## config.mk

```make
export PLATFORM = sky130hd
export DESIGN_NAME = fpmult_arbiter
export DESIGN_NICKNAME = d
export VERILOG_FILES = /design/src/rtl/fpmult_arbiter.sv
export SDC_FILE = /design/constraint.sdc
export NUM_CORES = 1
export LEC_CHECK = 0
export CORE_AREA = 3 3 157 159
export DETAILED_ROUTE_END_ITERATION = 6
export DIE_AREA = 0 0 160 162
export SYNTH_ARGS = -nofsm -noshare
export SYNTH_HDL_FRONTEND = slang
export SYNTH_SLANG_ARGS = --single-unit
```

## constraint.sdc

```tcl
create_clock -name clk -period 4.85 [get_ports clk]
set_input_delay 0.97 -clock clk [delete_from_list [all_inputs] [get_ports clk]]
set_output_delay 0.97 -clock clk [all_outputs]
set_load 0.005 [all_outputs]
```

## src/rtl/fpmult_arbiter.sv

```systemverilog
// Round-robin sequencer sharing one iterative multiplier among NREQ val/rdy requesters.
// One transaction in flight; the result is routed back to the requester that issued it.
module fpmult_arbiter #(
  parameter int unsigned n    = 32,
  parameter int unsigned d    = 16,
  parameter int unsigned NREQ = 4
) (
  input  logic                         clk,
  input  logic                         reset,
  input  logic [NREQ-1:0]              req_recv_val,
  output logic [NREQ-1:0]              req_recv_rdy,
  input  logic [NREQ*n-1:0]            req_a,
  input  logic [NREQ*n-1:0]            req_b,
  output logic [NREQ-1:0]              req_send_val,
  input  logic [NREQ-1:0]              req_send_rdy,
  output logic [n-1:0]                 req_c,
  output logic                         mult_recv_val,
  input  logic                         mult_recv_rdy,
  output logic [n-1:0]                 mult_a,
  output logic [n-1:0]                 mult_b,
  input  logic                         mult_send_val,
  output logic                         mult_send_rdy,
  input  logic [n-1:0]                 mult_c,
  output logic [$clog2(NREQ)-1:0]      grant_id,
  output logic                         busy
);

  localparam int unsigned IdW = $clog2(NREQ);

  if (NREQ < 2) begin : g_nreq_check
    $error("fpmult_arbiter needs at least two requesters");
  end
  if (d >= n) begin : g_frac_check
    $error("fractional width must be smaller than the data width");
  end

  typedef enum logic [1:0] {StIdle, StIssue, StWait, StResp} state_e;

  state_e         state_q, state_d;
  logic [IdW-1:0] ptr_q, ptr_d;
  logic [IdW-1:0] grant_q, grant_d;
  logic [n-1:0]   a_q, a_d;
  logic [n-1:0]   b_q, b_d;
  logic [n-1:0]   c_q, c_d;

  logic           found;
  logic [IdW-1:0] sel;
  int unsigned    idx;

  // Rotating priority search starting at ptr; wrap by subtraction so any NREQ works.
  always_comb begin
    found = 1'b0;
    sel   = '0;
    idx   = 0;
    for (int unsigned k = 0; k < NREQ; k++) begin
      idx = 32'(ptr_q) + k;
      if (idx >= NREQ) idx = idx - NREQ;
      if (!found && req_recv_val[idx[IdW-1:0]]) begin
        found = 1'b1;
        sel   = idx[IdW-1:0];
      end
    end
  end

  always_comb begin
    state_d       = state_q;
    ptr_d         = ptr_q;
    grant_d       = grant_q;
    a_d           = a_q;
    b_d           = b_q;
    c_d           = c_q;
    req_recv_rdy  = '0;
    req_send_val  = '0;
    mult_recv_val = 1'b0;
    mult_send_rdy = 1'b0;
    case (state_q)
      StIdle: begin
        // Gate with reset so no ready leaks out while the block is held in reset.
        if (found && !reset) begin
          req_recv_rdy[sel] = 1'b1;
          a_d               = req_a[32'(sel) * n +: n];
          b_d               = req_b[32'(sel) * n +: n];
          grant_d           = sel;
          state_d           = StIssue;
        end
      end
      StIssue: begin
        mult_recv_val = 1'b1;
        if (mult_recv_rdy) state_d = StWait;
      end
      StWait: begin
        mult_send_rdy = 1'b1;
        if (mult_send_val) begin
          c_d     = mult_c;
          state_d = StResp;
        end
      end
      StResp: begin
        req_send_val[grant_q] = 1'b1;
        if (req_send_rdy[grant_q]) begin
          ptr_d   = (grant_q == IdW'(NREQ - 1)) ? '0 : grant_q + 1'b1;
          state_d = StIdle;
        end
      end
      default: state_d = StIdle;
    endcase
  end

  always_ff @(posedge clk or posedge reset) begin
    if (reset) begin
      state_q <= StIdle;
      ptr_q   <= '0;
      grant_q <= '0;
      a_q     <= '0;
      b_q     <= '0;
      c_q     <= '0;
    end else begin
      state_q <= state_d;
      ptr_q   <= ptr_d;
      grant_q <= grant_d;
      a_q     <= a_d;
      b_q     <= b_d;
      c_q     <= c_d;
    end
  end

  assign grant_id = grant_q;
  assign busy     = (state_q != StIdle);
  assign mult_a   = a_q;
  assign mult_b   = b_q;
  assign req_c    = c_q;

endmodule

```

# Word level (Yosys, flattened, before mapping)
# Index checks and enable logic that the tools add are counted.
# totals
word_cells	89
register_bits	102
out_inout_bits	109
input_bits	300
# classes
order_cmp	12
muxes	37
reduce_logical	16
add_sub_neg	8
shifts	2
eq_ne	8
# ops
cell	count
variable part select 128 x 8 -> 32 bit	2
two-way mux 2 bit	13
less-than comparator 2 x 3 -> 1 bit (second input constant)	6
two-way mux 1 bit	13
two-way mux 4 bit	3
binary-select mux 1 bit (select 2 bit)	5
>= comparator 3 bit (second input constant)	3
!= test 2 bit (second input constant)	4
one-hot mux 2 bit (4 select lines)	1
subtractor 2 x 1 -> 2 bit (second input constant)	4
adder 2 x 2 -> 3 bit (second input constant)	2
equality test 2 bit (second input constant)	3
logical AND 1 bit	6
AND reduction 2 bit	3
demux 1 bit (select 2 bit)	2
>= comparator 2 x 1 -> 1 bit (second input constant)	2
zero test 1 bit	4
AND reduction 4 bit	1
adder 2 x 1 -> 3 bit (second input constant)	1
>= comparator 2 x 3 -> 1 bit (second input constant)	1
adder 2 x 1 -> 2 bit (second input constant)	1
equality test 2 x 1 -> 1 bit (second input constant)	1
zero test 2 bit	1
nonzero test 2 bit	1

# Depth between registers and ports, before layout
# logic_depth
word_depth	20
ltp_mapped	9
ltp_nobuf	6

# Worst setup path after synthesis
# No wires, ideal clock.
# synth_path
path_kind	input -> output
startpoint	in req_recv_val[2]
endpoint	out req_recv_rdy[1]
path_buffers	2
arrival_time_ps	2263
path_slack_ps	1617
cell_stages	6
required_ps	3880
cell_sequence	buf_4 -> nor4_2 -> or3_1 -> buf_2 -> or4_4 -> nor2b_1
# synth_via
elab_chain_cells	18
word_cells_on_any_way	30
cone_classes	2 x order compare; 20 x mux; 8 x reduce/logical
# synth_rtl
element	line	source
from (decl)	10	input logic [NREQ-1:0] req_recv_val,
binary-select mux 1 bit (select 2 bit)	58	if (!found && req_recv_val[idx[IdW-1:0]]) begin
two-way mux 1 bit (implied by the code)	58	
two-way mux 1 bit	58	
zero test 1 bit	58	
logical AND 1 bit	58	
two-way mux 1 bit	58	
zero test 1 bit	58	
logical AND 1 bit	58	
[2 not listed]	--	
logical AND 1 bit	58	
two-way mux 2 bit	58	
less-than comparator 2 x 3 -> 1 bit (implied by the code) / >= comparator 2 x 1 -> 1 bit (equally long branches)	80	req_recv_rdy[sel] = 1'b1;
logical AND 1 bit (implied by the code)	80	
two-way mux 1 bit (implied by the code)	80	
demux 1 bit (select 2 bit)	80	
two-way mux 4 bit (*)	79	if (found && !reset) begin
two-way mux 4 bit (*)	76	case (state_q)
to (decl)	11	output logic [NREQ-1:0] req_recv_rdy,
# Every way passes the cells marked *; elsewhere a longest branch is shown, timed or not. The select of a mux whose other input is x is not followed.

# Worst setup path in the final report
# layout_path
startpoint	in req_recv_val[0]
endpoint	out req_recv_rdy[1]
# Same word-level chain as after synthesis.

==> out/metrics.csv <==
metric;value;unit
CTS resizes;0;
total gr overflow;0;
CTS H-tree depth;3;
NetSw;1.91;mW
Core Util, Final;44.4;%
die height;162;um
CP max stage cell;clkdlybuf4s50_1;
Post-Syn Area;0.00572;sq mm
sequential power share;30.1;%
Clock Tree Root;clkbuf_16;
Final #Nets;1267;
total core area;0.0234;sq mm
most frequent cells in the layout;407 x clkdlybuf4s50_1, 102 x dfrtp_1, 72 x nor2_1;
Slew Limit Fails;0;
number of iterations in the first detailed-routing pass;5;
critical path class;primary input to output pin;
Power per Cell Area;496;mW/mm^2
number of global-route vias before repair;6534;
Max stage delay on crit path;0.67;ns
Synth Area in Compound Gates;32.9;%
share of layout cells above drive strength 1;8.09;%
CP Data Required Time;3.88;ns
GP Congestion;0.784;
Skew-Pair Late Insertion Delay;0.35;ns
combinational power share;54.7;%
CTS tree;yes;
Post-CTS Setup Repair Bufs;0;
critical path cell sequence;clkdlybuf4s50_1, nor4_2, or3_2, or4_4, nor2b_1, clkdlybuf4s50_1;
Max-Cap Viols;0;
hold_buf cts;0;
fin crit share;90.0;%
sequential share of the synthesized area;44.6;%
Tot GR Track Use;20.1;%
most common cell after layout, fill and taps aside;clkdlybuf4s50_1;
I/O pin count;409;
drt total wl;27.5;mm
Die ar.;0.0259;sq mm
Final Hold Fails;0;
Synth cell types;35;
Initial Utilization;24.4;%
total vias in the final route;6600;
most used cell, CP;clkdlybuf4s50_1;
CP endpoint kind;output pin;
cts bufs inserted;9;
Post-Synth XOR/XNOR Area;0;%
post-synthesis mux area share;7.43;%
Switching Share;37.1;%
Worst-Margin Slew;0.853;ns
Clock Tree Buf Depth;2;
largest net degree at the start of global routing;67;
Startpoint Class;primary input;
worst min-delay path category;flop to flop;
Post-Synth Simple-Gate Area;7.46;%
post-route ant nets;0;
number of port buffers;408;
Initial DRC Count;431;
main combinational cell family by area after synthesis;compound AO/OA/AOI/OAI gates;
Synth Instances;597;
RSZ-0062 raised after global routing;no;
number of clock sinks;102;
Clk network pwr share;15.2;%
minimum clock period;4.36;ns
EDFF count, synth;0;
adder and majority gate portion of the synthesized area;1.75;%
die width;160;um
WL/cell;21.4;um
Post-Syn Nets;905;
Max IR drop VDD;0.000210;V
# DRC;0;
outcome;finished, final reports clean;
Rel. slew slack;43.2;%
Leakage;3.85;nW
syn_area_per_cell;9.58;sq um
Final HPWL DP;19.6;mm
Layout area overhead;81.5;%
Internal;3.24;mW
async set or reset register ratio after synthesis;100;%
first-pass GRT wire length;40.6;mm
endpoints failing setup;0;
row count;56;
setup TNS;0;ns
Clock Skew;0.00952;ns
Synth Register Bits;102;
Primary FF master, synth;dfrtp_1;
Reg clk slew, reported paths;0.07;ns
worst hold slack;0.507;ns
Fmax achieved;0.229;GHz
initial antenna violation count;2;
Avg Vias per Cell;5.14;
CP Max Fanout;11;
Ys Warns;0;
Critical Path AT;3.39;ns
==> logic make-up (layout without fill, tap and decap cells) <==
| family | count (synthesis) | in the layout |
|---|---|---|
| compound gates | 274 | 274 |
| fa+ha+maj | 8 | 8 |
| buf+inv | 79 | 446 |
| flops | 102 | 102 |
| mux | 37 | 37 |
| other cells | 0 | 1 |
| simple gates | 97 | 97 |
==> cells in the mapped netlist, drive strengths merged, types with 2 or more instances <==
library cell    n  area [sq um]
dfrtp         102          2550
nor2           72           270
o21ai          70           354
a22oi          64           480
a31oi          64           400
a41oi          64           561
clkbuf         48           181
mux2           34           383
buf            23           124
ha              8           100
inv             8          30.0
and2            5          31.3
nand2           5          18.8
nand2b          5          31.3
a21oi           4          20.0
nor2b           3          18.8
mux2i           2          20.0
nor3            2          10.0
o211a           2          20.0
==> worst max-delay path: cells and delay by family <==
| family | cells | cell delay, ns |
|---|---|---|
| buffers and inverters | 2 | 1.18 |
| AND/OR/NAND/NOR | 4 | 1.24 |
==> path summary, 6_finish.rpt <==
| kind | from | to | slack [ns] | cells after the start |
|---|---|---|---|---|
| min | req_c[16] | req_c[16] | 0.51 | 1 |
| max | req_recv_val[0] | req_recv_rdy[1] | 0.49 | 6 |
| min reg2reg | req_c[16] | req_c[16] | 0.51 | 1 |
| min in group asynchronous | reset | req_c[25] | 1.12 | 2 |
| max reg2reg | state_q[0] | mult_b[6] | 2.52 | 7 |
| max in group asynchronous | reset | mult_a[4] | 2.78 | 3 |
==> power groups by stage <==
stage	logic (mW)	registers, mW	clock network (mW)
5_1_grt	3.06	1.61	0.842
4_1_cts	2.86	1.56	0.819
3_5_place_dp	2.86	1.57	0
3_3_place_gp	2.85	1.56	0
6_report	2.82	1.55	0.785
2_1_floorplan	1.21	1.56	0
==> sequential cells by signal, indices dropped and copies added, names as in the netlist <==
| register | flops |
|---|---|
| mult_a | 32 |
| mult_b | 32 |
| req_c | 32 |
| grant_id | 2 |
| ptr_q | 2 |
| state_q | 2 |
==> per-stage QoR <==
| step | std cells | setup slack, ns | area, sq um | total power, mW |
|---|---|---|---|---|
| 2_1_floorplan | 597 | 1.20 | 5720 | 2.78 |
| 3_3_place_gp | 1267 | 0.512 | 10100 | 4.41 |
| 3_5_place_dp | 1267 | 0.492 | 10100 | 4.43 |
| 4_1_cts | 1283 | 0.496 | 10400 | 5.24 |
| 5_1_grt | 1284 | 0.373 | 10400 | 5.51 |
| 6_report | 1284 | 0.487 | 10400 | 5.15 |
==> routing by layer <==
layer  share of wire, %  GRT usage (%)  wire length, um
met1                 38           23.5            10600
met2                 50           35.2            13700
met3                9.4           6.73             2580
met4                2.1           5.84              584
met5              0.047              0               13
==> final cells by class <==
cell class / count / area (sq um)
tap: 319 / 399
fill: 2345 / 13000
clock buffer: 9 / 225
multi-input combinational: 416 / 2880
sequential: 102 / 2550
timing repair buffer: 422 / 4210
inverter: 8 / 32.5
clock inverter: 7 / 87.6
antenna: 1 / 2.50
Power figures use the tool's default switching activity.
